==> src/rtl/mem_port_arbiter_if.sv <==
// Fetch/data requester handshakes and the memory-macro port shared by the arbiter.
interface mem_port_arbiter_if #(
    parameter int ADDR_W = 8
) ();
    logic              if_req;
    logic [31:0]       if_addr;
    logic              if_ack;
    logic [31:0]       if_rdata;

    logic              d_req;
    logic              d_we;
    logic [31:0]       d_addr;
    logic [31:0]       d_wdata;
    logic              d_ack;
    logic [31:0]       d_rdata;

    logic              mem_en;
    logic              mem_we;
    logic [ADDR_W-1:0] mem_addr;
    logic [31:0]       mem_wdata;
    logic [31:0]       mem_rdata;

    logic              busy;

    // arbiter side
    modport slave (
        input  if_req, if_addr, d_req, d_we, d_addr, d_wdata, mem_rdata,
        output if_ack, if_rdata, d_ack, d_rdata, mem_en, mem_we, mem_addr, mem_wdata, busy
    );

    // core/memory side
    modport master (
        output if_req, if_addr, d_req, d_we, d_addr, d_wdata, mem_rdata,
        input  if_ack, if_rdata, d_ack, d_rdata, mem_en, mem_we, mem_addr, mem_wdata, busy
    );
endinterface

==> src/rtl/mem_port_arbiter.sv <==
// Arbiter sharing one single-port synchronous memory between instruction fetch
// and data load/store. Data wins over fetch unless fetch has been passed over
// STARVE_MAX times in a row.
//
//  state   | meaning
//  --------+------------------------------------------------------------
//  S_IDLE  | no transaction; arbitrate pending requests, capture winner
//  S_ISSUE | mem_en strobe for one cycle (mem_we for stores)
//  S_WAIT  | loads only: RD_LAT cycles, capture mem_rdata on the last one
//  S_ACK   | one-cycle ack pulse to the winning requester
module mem_port_arbiter #(
    parameter int ADDR_W     = 8,
    parameter int RD_LAT     = 1,
    parameter int STARVE_MAX = 4
) (
    input  logic               clk,
    input  logic               rst,
    mem_port_arbiter_if.slave  bus
);
    typedef enum logic [1:0] {S_IDLE, S_ISSUE, S_WAIT, S_ACK} state_t;

    localparam int CNT_W = $clog2(STARVE_MAX + 1);
    localparam int LAT_W = 3;
    localparam logic [CNT_W-1:0] CNT_MAX  = CNT_W'(STARVE_MAX);
    localparam logic [LAT_W-1:0] LAT_LAST = LAT_W'(RD_LAT - 1);

    state_t            state;
    state_t            state_nxt;
    logic [CNT_W-1:0]  starve_cnt;
    logic [LAT_W-1:0]  lat_cnt;
    logic              win_fetch;
    logic              we_q;
    logic [ADDR_W-1:0] addr_q;
    logic [31:0]       wdata_q;
    logic [31:0]       if_rdata_q;
    logic [31:0]       d_rdata_q;
    logic              any_req;
    logic              pick_data;
    logic              lat_done;
    logic              unused_addr_bits;

    assign any_req   = bus.if_req | bus.d_req;
    assign pick_data = bus.d_req & ~(bus.if_req & (starve_cnt == CNT_MAX));
    assign lat_done  = (lat_cnt == '0);

    // byte-lane and above-range address bits are don't-care
    assign unused_addr_bits = ^{bus.if_addr, bus.d_addr};

    // state register
    always_ff @(posedge clk) begin
        if (!rst) state <= S_IDLE;
        else      state <= state_nxt;
    end

    // next-state logic
    always_comb begin
        state_nxt = state;
        case (state)
            S_IDLE:  if (any_req) state_nxt = S_ISSUE;
            S_ISSUE: state_nxt = we_q ? S_ACK : S_WAIT;
            S_WAIT:  if (lat_done) state_nxt = S_ACK;
            S_ACK:   state_nxt = S_IDLE;
            default: state_nxt = S_IDLE;
        endcase
    end

    // capture the winning request and update fetch-starvation history at grant
    always_ff @(posedge clk) begin
        if (!rst) begin
            win_fetch  <= 1'b0;
            we_q       <= 1'b0;
            addr_q     <= '0;
            wdata_q    <= '0;
            starve_cnt <= '0;
        end else if (state == S_IDLE && any_req) begin
            win_fetch <= ~pick_data;
            if (pick_data) begin
                we_q    <= bus.d_we;
                addr_q  <= bus.d_addr[ADDR_W+1:2];
                wdata_q <= bus.d_wdata;
                // a data grant over a pending fetch implies starve_cnt < CNT_MAX,
                // so the increment saturates by construction
                starve_cnt <= bus.if_req ? starve_cnt + CNT_W'(1) : '0;
            end else begin
                we_q       <= 1'b0;
                addr_q     <= bus.if_addr[ADDR_W+1:2];
                starve_cnt <= '0;
            end
        end
    end

    // read-latency down-counter: loaded on issue, terminal count at zero
    always_ff @(posedge clk) begin
        if (!rst)                            lat_cnt <= '0;
        else if (state == S_ISSUE)           lat_cnt <= LAT_LAST;
        else if (state == S_WAIT && !lat_done) lat_cnt <= lat_cnt - LAT_W'(1);
    end

    // load data lands in the winner's rdata register on the last wait cycle
    always_ff @(posedge clk) begin
        if (!rst) begin
            if_rdata_q <= '0;
            d_rdata_q  <= '0;
        end else if (state == S_WAIT && lat_done) begin
            if (win_fetch) if_rdata_q <= bus.mem_rdata;
            else           d_rdata_q  <= bus.mem_rdata;
        end
    end

    // state-decoded strobes
    always_comb begin
        bus.mem_en = 1'b0;
        bus.mem_we = 1'b0;
        bus.if_ack = 1'b0;
        bus.d_ack  = 1'b0;
        bus.busy   = (state != S_IDLE);
        case (state)
            S_ISSUE: begin
                bus.mem_en = 1'b1;
                bus.mem_we = we_q;
            end
            S_ACK: begin
                bus.if_ack = win_fetch;
                bus.d_ack  = ~win_fetch;
            end
            default: ;
        endcase
    end

    assign bus.mem_addr  = addr_q;
    assign bus.mem_wdata = wdata_q;
    assign bus.if_rdata  = if_rdata_q;
    assign bus.d_rdata   = d_rdata_q;
endmodule
==> src/flat_wrapper.sv <==
// flat-port wrapper written by rule: the top's interface ports become plain ports
module mem_port_arbiter_flat 
#(
    parameter int ADDR_W     = 8,
    parameter int RD_LAT     = 1,
    parameter int STARVE_MAX = 4
)
  (clk, rst, bus_if_req, bus_if_addr, bus_d_req, bus_d_we, bus_d_addr, bus_d_wdata, bus_mem_rdata, bus_if_ack, bus_if_rdata, bus_d_ack, bus_d_rdata, bus_mem_en, bus_mem_we, bus_mem_addr, bus_mem_wdata, bus_busy);
  mem_port_arbiter_if #(.ADDR_W(ADDR_W)) bus_i ();
  input  logic clk;
  input  logic rst;
  input wire logic [$bits(bus_i.if_req)-1:0] bus_if_req;
  input wire logic [$bits(bus_i.if_addr)-1:0] bus_if_addr;
  input wire logic [$bits(bus_i.d_req)-1:0] bus_d_req;
  input wire logic [$bits(bus_i.d_we)-1:0] bus_d_we;
  input wire logic [$bits(bus_i.d_addr)-1:0] bus_d_addr;
  input wire logic [$bits(bus_i.d_wdata)-1:0] bus_d_wdata;
  input wire logic [$bits(bus_i.mem_rdata)-1:0] bus_mem_rdata;
  output wire logic [$bits(bus_i.if_ack)-1:0] bus_if_ack;
  output wire logic [$bits(bus_i.if_rdata)-1:0] bus_if_rdata;
  output wire logic [$bits(bus_i.d_ack)-1:0] bus_d_ack;
  output wire logic [$bits(bus_i.d_rdata)-1:0] bus_d_rdata;
  output wire logic [$bits(bus_i.mem_en)-1:0] bus_mem_en;
  output wire logic [$bits(bus_i.mem_we)-1:0] bus_mem_we;
  output wire logic [$bits(bus_i.mem_addr)-1:0] bus_mem_addr;
  output wire logic [$bits(bus_i.mem_wdata)-1:0] bus_mem_wdata;
  output wire logic [$bits(bus_i.busy)-1:0] bus_busy;
  assign bus_i.if_req = bus_if_req;
  assign bus_i.if_addr = bus_if_addr;
  assign bus_i.d_req = bus_d_req;
  assign bus_i.d_we = bus_d_we;
  assign bus_i.d_addr = bus_d_addr;
  assign bus_i.d_wdata = bus_d_wdata;
  assign bus_i.mem_rdata = bus_mem_rdata;
  assign bus_if_ack = bus_i.if_ack;
  assign bus_if_rdata = bus_i.if_rdata;
  assign bus_d_ack = bus_i.d_ack;
  assign bus_d_rdata = bus_i.d_rdata;
  assign bus_mem_en = bus_i.mem_en;
  assign bus_mem_we = bus_i.mem_we;
  assign bus_mem_addr = bus_i.mem_addr;
  assign bus_mem_wdata = bus_i.mem_wdata;
  assign bus_busy = bus_i.busy;
  mem_port_arbiter #(.ADDR_W(ADDR_W), .RD_LAT(RD_LAT), .STARVE_MAX(STARVE_MAX)) u_core (.clk(clk), .rst(rst), .bus(bus_i));
endmodule
==> config.mk <==
export PLATFORM = sky130hd
export DESIGN_NAME = mem_port_arbiter_flat
export DESIGN_NICKNAME = d
export VERILOG_FILES = /design/src/rtl/mem_port_arbiter_if.sv /design/src/rtl/mem_port_arbiter.sv /design/src/flat_wrapper.sv
export SDC_FILE = /design/constraint.sdc
export NUM_CORES = 1
export LEC_CHECK = 0
export ABC_CLOCK_PERIOD_IN_PS = 4220
export BUFFER_PORTS_ARGS = -buffer_cell sky130_fd_sc_hd__buf_2
export CAP_MARGIN = 0
export CORE_ASPECT_RATIO = 0.8
export CORE_MARGIN = 5
export CORE_UTILIZATION = 45
export DETAILED_ROUTE_END_ITERATION = 6
export PLACE_DENSITY = 0.86
export SYNTH_ARGS = -nofsm -noshare
export SYNTH_HDL_FRONTEND = slang
export SYNTH_SLANG_ARGS = --single-unit
==> constraint.sdc <==
create_clock -name clk -period 4.22 [get_ports clk]
set_clock_uncertainty 0.15 [all_clocks]
set_input_delay 0.422 -clock clk [delete_from_list [all_inputs] [get_ports clk]]
set_output_delay 0.422 -clock clk [all_outputs]
set_load 0.01 [all_outputs]
Word-level counts from Yosys, hierarchy flattened
Index checks and enable logic that the tools add are counted.

operators by class
  bitwise gates (word level) = 7
  equal/unequal tests = 6
  reduce and logical (&&, ||, !) cells = 12
  add/sub/neg operators = 2
  muxes and demuxes = 12

operators by type and width
  kind                 count
  $mux 8               1
  $pmux 2 s4           1
  $reduce_and 2->1     4
  $mux 1               6
  $mux 3               2
  $eq 2x2->1 const B   2
  $mux 2               2
  $ne 2x1->1 const B   2
  $not 1->1            4
  $add 3x1->3 const B  1
  $eq 3x3->1 const B   1
  $logic_and 1x1->1    3
  $logic_not 3->1      1
  $sub 3x1->3 const B  1
  $and 1x1->1          2
  $eq 2x1->1 const B   1
  $logic_not 2->1      1
  $reduce_bool 2->1    1
  $reduce_or 2->1      1
  $logic_not 1->1      1
  $or 1x1->1           1

storage, ports and cells
  register bits after elaboration = 114
  word-level logic and storage cells = 48
  output and inout bits = 109
  input port bits = 133

Longest topological paths before layout
  word-level depth = 5
  mapped depth = 9
  mapped depth without buffers = 6

Worst setup path after synthesis
OpenSTA, ideal clock, no wires.

  path kind = register -> register
  start point = register u_core.state[0]
  end point = register u_core.addr_q[0], in the netlist u_core.bus.mem_addr[0]
  period minus slack after synthesis = 1.756 ns
  required time = 3.942 ns
  setup slack = 2.464 ns
  data arrival time = 1.478 ns
  setup time = 0.128 ns
  stages on the path, launching flop included = 8
  cells stage by stage = dfxtp_1 -> inv_1 -> ha_1 -> and3_1 -> clkbuf_2 -> buf_6 -> a222oi_1 -> nor2_1

on the way
  cells in the longest elaborated chain, start to end = 2

ends and longest elaborated chain
  what                    line                    text
  from (decl)             mem_port_arbiter.sv:27  state_t state;
  from (signal assigned)  mem_port_arbiter.sv:52  else state <= state_nxt;
  $logic_not 2->1         mem_port_arbiter.sv:75  end else if (state == S_IDLE && any_req) begin
  $logic_and 1x1->1       mem_port_arbiter.sv:75
  to (signal assigned)    mem_port_arbiter.sv:79  addr_q <= bus.d_addr[ADDR_W+1:2];
  to (signal assigned)    mem_port_arbiter.sv:86  addr_q <= bus.if_addr[ADDR_W+1:2];
  to (decl)               mem_port_arbiter.sv:33  logic [ADDR_W-1:0] addr_q;

No other way between the ends.
A chain may end at the register's enable or synchronous reset.

Final worst setup path
  start point = register u_core.state[0]
  end point = register u_core.addr_q[2], in the netlist u_core.bus.mem_addr[2]

Same word-level chain as after synthesis.

==> summary.md <==
| Metric | Value |
|---|---|
| Status | finished, final reports clean |
| Io pins | 242 |
| Clock share of power | 42.5% |
| Clk Latency, worst-skew pair | 0.40 ns |
| First-pass GRT wire length | 19.98 mm |
| Area Growth Syn to Fin | 39.12% |
| DRT iter0 DRCs | 306 |
| Int Pwr | 2.647 mW |
| Combinational share of power | 22.8% |
| Storage element area | 2282 µm² |
| Most common cell after layout, fill and taps aside | nand2_1 |
| Initial antenna violation count | 0 |
| Num CTS Buffers | 17 |
| Hold buffers post-CTS | 0 |
| Sequential power share | 34.7% |
| Critical Path AT | 2.64 ns |
| Worst slew pin tran | 1.195 ns |
| Pwr per Cell Area | 630.1 nW/µm² |
| Cell Area, Synth | 4299 µm² |
| Switching share of power | 29.77% |
| Critical Path Source Type | register |
| P_leak | 2.718 nW |
| Slew HR | 20.09% |
| Commonest cells after routing, fill and taps aside | nand2_1, buf_2, dfxtp_1 |
| FFs w/ async S/R, synth | 0% |
| Synth Register Bits | 114 |
| WS Path Type | register to register |
| CTS resizes | 0 |
| Area of the multi-input gates | 1834 µm² |
| CTS tree | yes |
| RD Place Congestion | 0.8142 |
| WP data required | 4.41 ns |
| Achievable Freq | 0.4069 GHz |
| Die H | 97.43 µm |
| Setup slack, reg-to-reg | 1.76 ns |
| Largest net degree at the start of global routing | 57 |
| Setup TNS | 0 ns |
| Final critical-path share of the clock period | 58.24% |
| DR DRC count | 0 |
| Core area | 9193 µm² |
| Fin crit period | 2.458 ns |
| Grt total ovfl | 0 |
| Net switching power | 1.122 mW |
| ANT cells | 0 |
| Mean Syn Cell Area | 8.283 µm² |
| Syn. warnings | 0 |
| Register area share after synthesis | 53.08% |
| Post-CTS setup buffers | 0 |
| Routed wire per std cell | 15.20 µm |
| Post-synth EDFFs | 0 |
| Final-report hold violation count | 0 |
| VDD IR max | 496.7 µV |
| Nets | 846 |
| Count of buffers from port buffering | 193 |
| Clock root cell | clkbuf_16 |
| Hold WS | 0.1009 ns |
| Critical path capture point type | register |
| Layout cell share with drive strength beyond 1 | 32.91% |
| Fillers | 802 |
| Placed wire-length estimate | 8.947 mm |
| Die area | 11620 µm² |
| Syn Inst Count | 519 |
| Row count | 31 |
| CTS clk-pin slew, worst paths | 0.06 ns |
| Vias in the first global route | 4138 |
| Max-cap viol count | 0 |
| RSZ-0062 raised after global routing | no |
| Syn_nets | 661 |
| Final setup viols | 0 |
| Vias | 4228 |
| Fin. max-slew vios | 0 |
| Starting Density | 46.77% |
| Final WL | 12.65 mm |
| Total power | 3.769 mW |
| Total track usage | 21.25% |
| Bufs on Longest Clock Path | 2 |
| Via density | 5.082 |
| H-tree depth | 4 |
| Clock sink count | 114 |
| Ys flop type | dfxtp_1 |
| Post-synth cell types | 32 |
| CP max FO | 27 |
| Initial DRT Pass Iterations | 6 |
| Die X | 119.3 µm |
| Final ANT Viol Nets | 0 |
| Hold Path Class | input port to register |
==> layout make-up <==
type,count,share of cell area (%)
clock inverter,15,3.996
tap,115,2.406
sequential,114,38.16
clock buffer,17,7.113
inverter,10,0.6276
multi-input combinational,361,30.67
timing repair buffer,200,17.03
==> critical path, stage by stage, from the launching register on <==
cell and delay, ns:
dfxtp_1 0.32, inv_1 0.15, ha_1 0.34, and3_1 0.83, buf_4 0.35, a222oi_1 0.12, nor2_1 0.13
==> routing by layer <==
metal  global-route usage [%]  routed length, µm
met2                    36.60               6373
met3                    5.239                699
met4                    9.261                318
met1                    25.01               5255
met5                        0                  0
==> state kept, by name, indices dropped and copies added, names as in the netlist <==
name	count
u_core.bus.d_rdata	32
u_core.bus.if_rdata	32
u_core.bus.mem_addr	8
u_core.bus.mem_wdata	32
u_core.lat_cnt	3
u_core.starve_cnt	3
u_core.state	2
u_core.we_q	1
u_core.win_fetch	1
==> power by group through the flow <==
stage / clock network (mW) / registers (mW) / logic, mW
after CTS: 1.62 / 1.31 / 0.861
after detailed placement: 0 / 1.33 / 0.856
after global placement: 0 / 1.32 / 0.818
after floorplan: 0 / 1.39 / 0.470
after global routing: 1.68 / 1.33 / 0.946
final: 1.60 / 1.31 / 0.858
==> metrics by stage <==
step                utilization, %  instance area, µm²  worst slack [ns]  cells
floorplan                        -                4299             2.464    519
global placement             57.83                5316             1.920    800
detailed placement           57.83                5316             1.846    800
CTS                          65.06                5981             1.833    832
global route                 65.06                5981             1.586    832
finish                       65.06                5981             1.762    832
==> logic make-up (layout without fill, tap and decap cells) <==
| kind of cell | after synthesis | count (layout) | share of synthesized area, % |
|---|---|---|---|
| simple gates | 232 | 232 | 21.39 |
| compound gates | 118 | 118 | 18.10 |
| flops | 114 | 114 | 53.09 |
| buf+inv | 44 | 242 | 4.366 |
| fa+ha+maj | 9 | 9 | 2.619 |
| xor+xnor | 1 | 1 | 0.2038 |
| mux | 1 | 1 | 0.2328 |
==> cells in the mapped netlist (all sizes together) (2+ instances only) <==
cell type  number  area (µm²)
a21boi         49       367.9
nand2         198       743.2
nor2b           6       37.54
nor3            2       10.01
dfxtp         114        2282
nand3           2       10.01
o21ai           3       15.01
buf            12       66.31
nor2           13       48.80
and2            3       18.77
a22oi           2       15.01
a21oi          51       259.0
nand2b          4       25.02
clkbuf         22       83.83
inv            10       37.54
a222oi          8       80.08
ha              9       112.6
==> final timing paths <==
check	from	to	cells after the start
worst min-delay path	bus_d_wdata[10]	u_core.bus.mem_wdata[10]	3
worst min register to register	u_core.bus.if_rdata[11]	u_core.bus.if_rdata[11]	2
worst max-delay path	u_core.state[0]	u_core.bus.mem_addr[2]	6
worst max register to register	u_core.state[0]	u_core.bus.mem_addr[2]	6
Power figures use the tool's default switching activity.
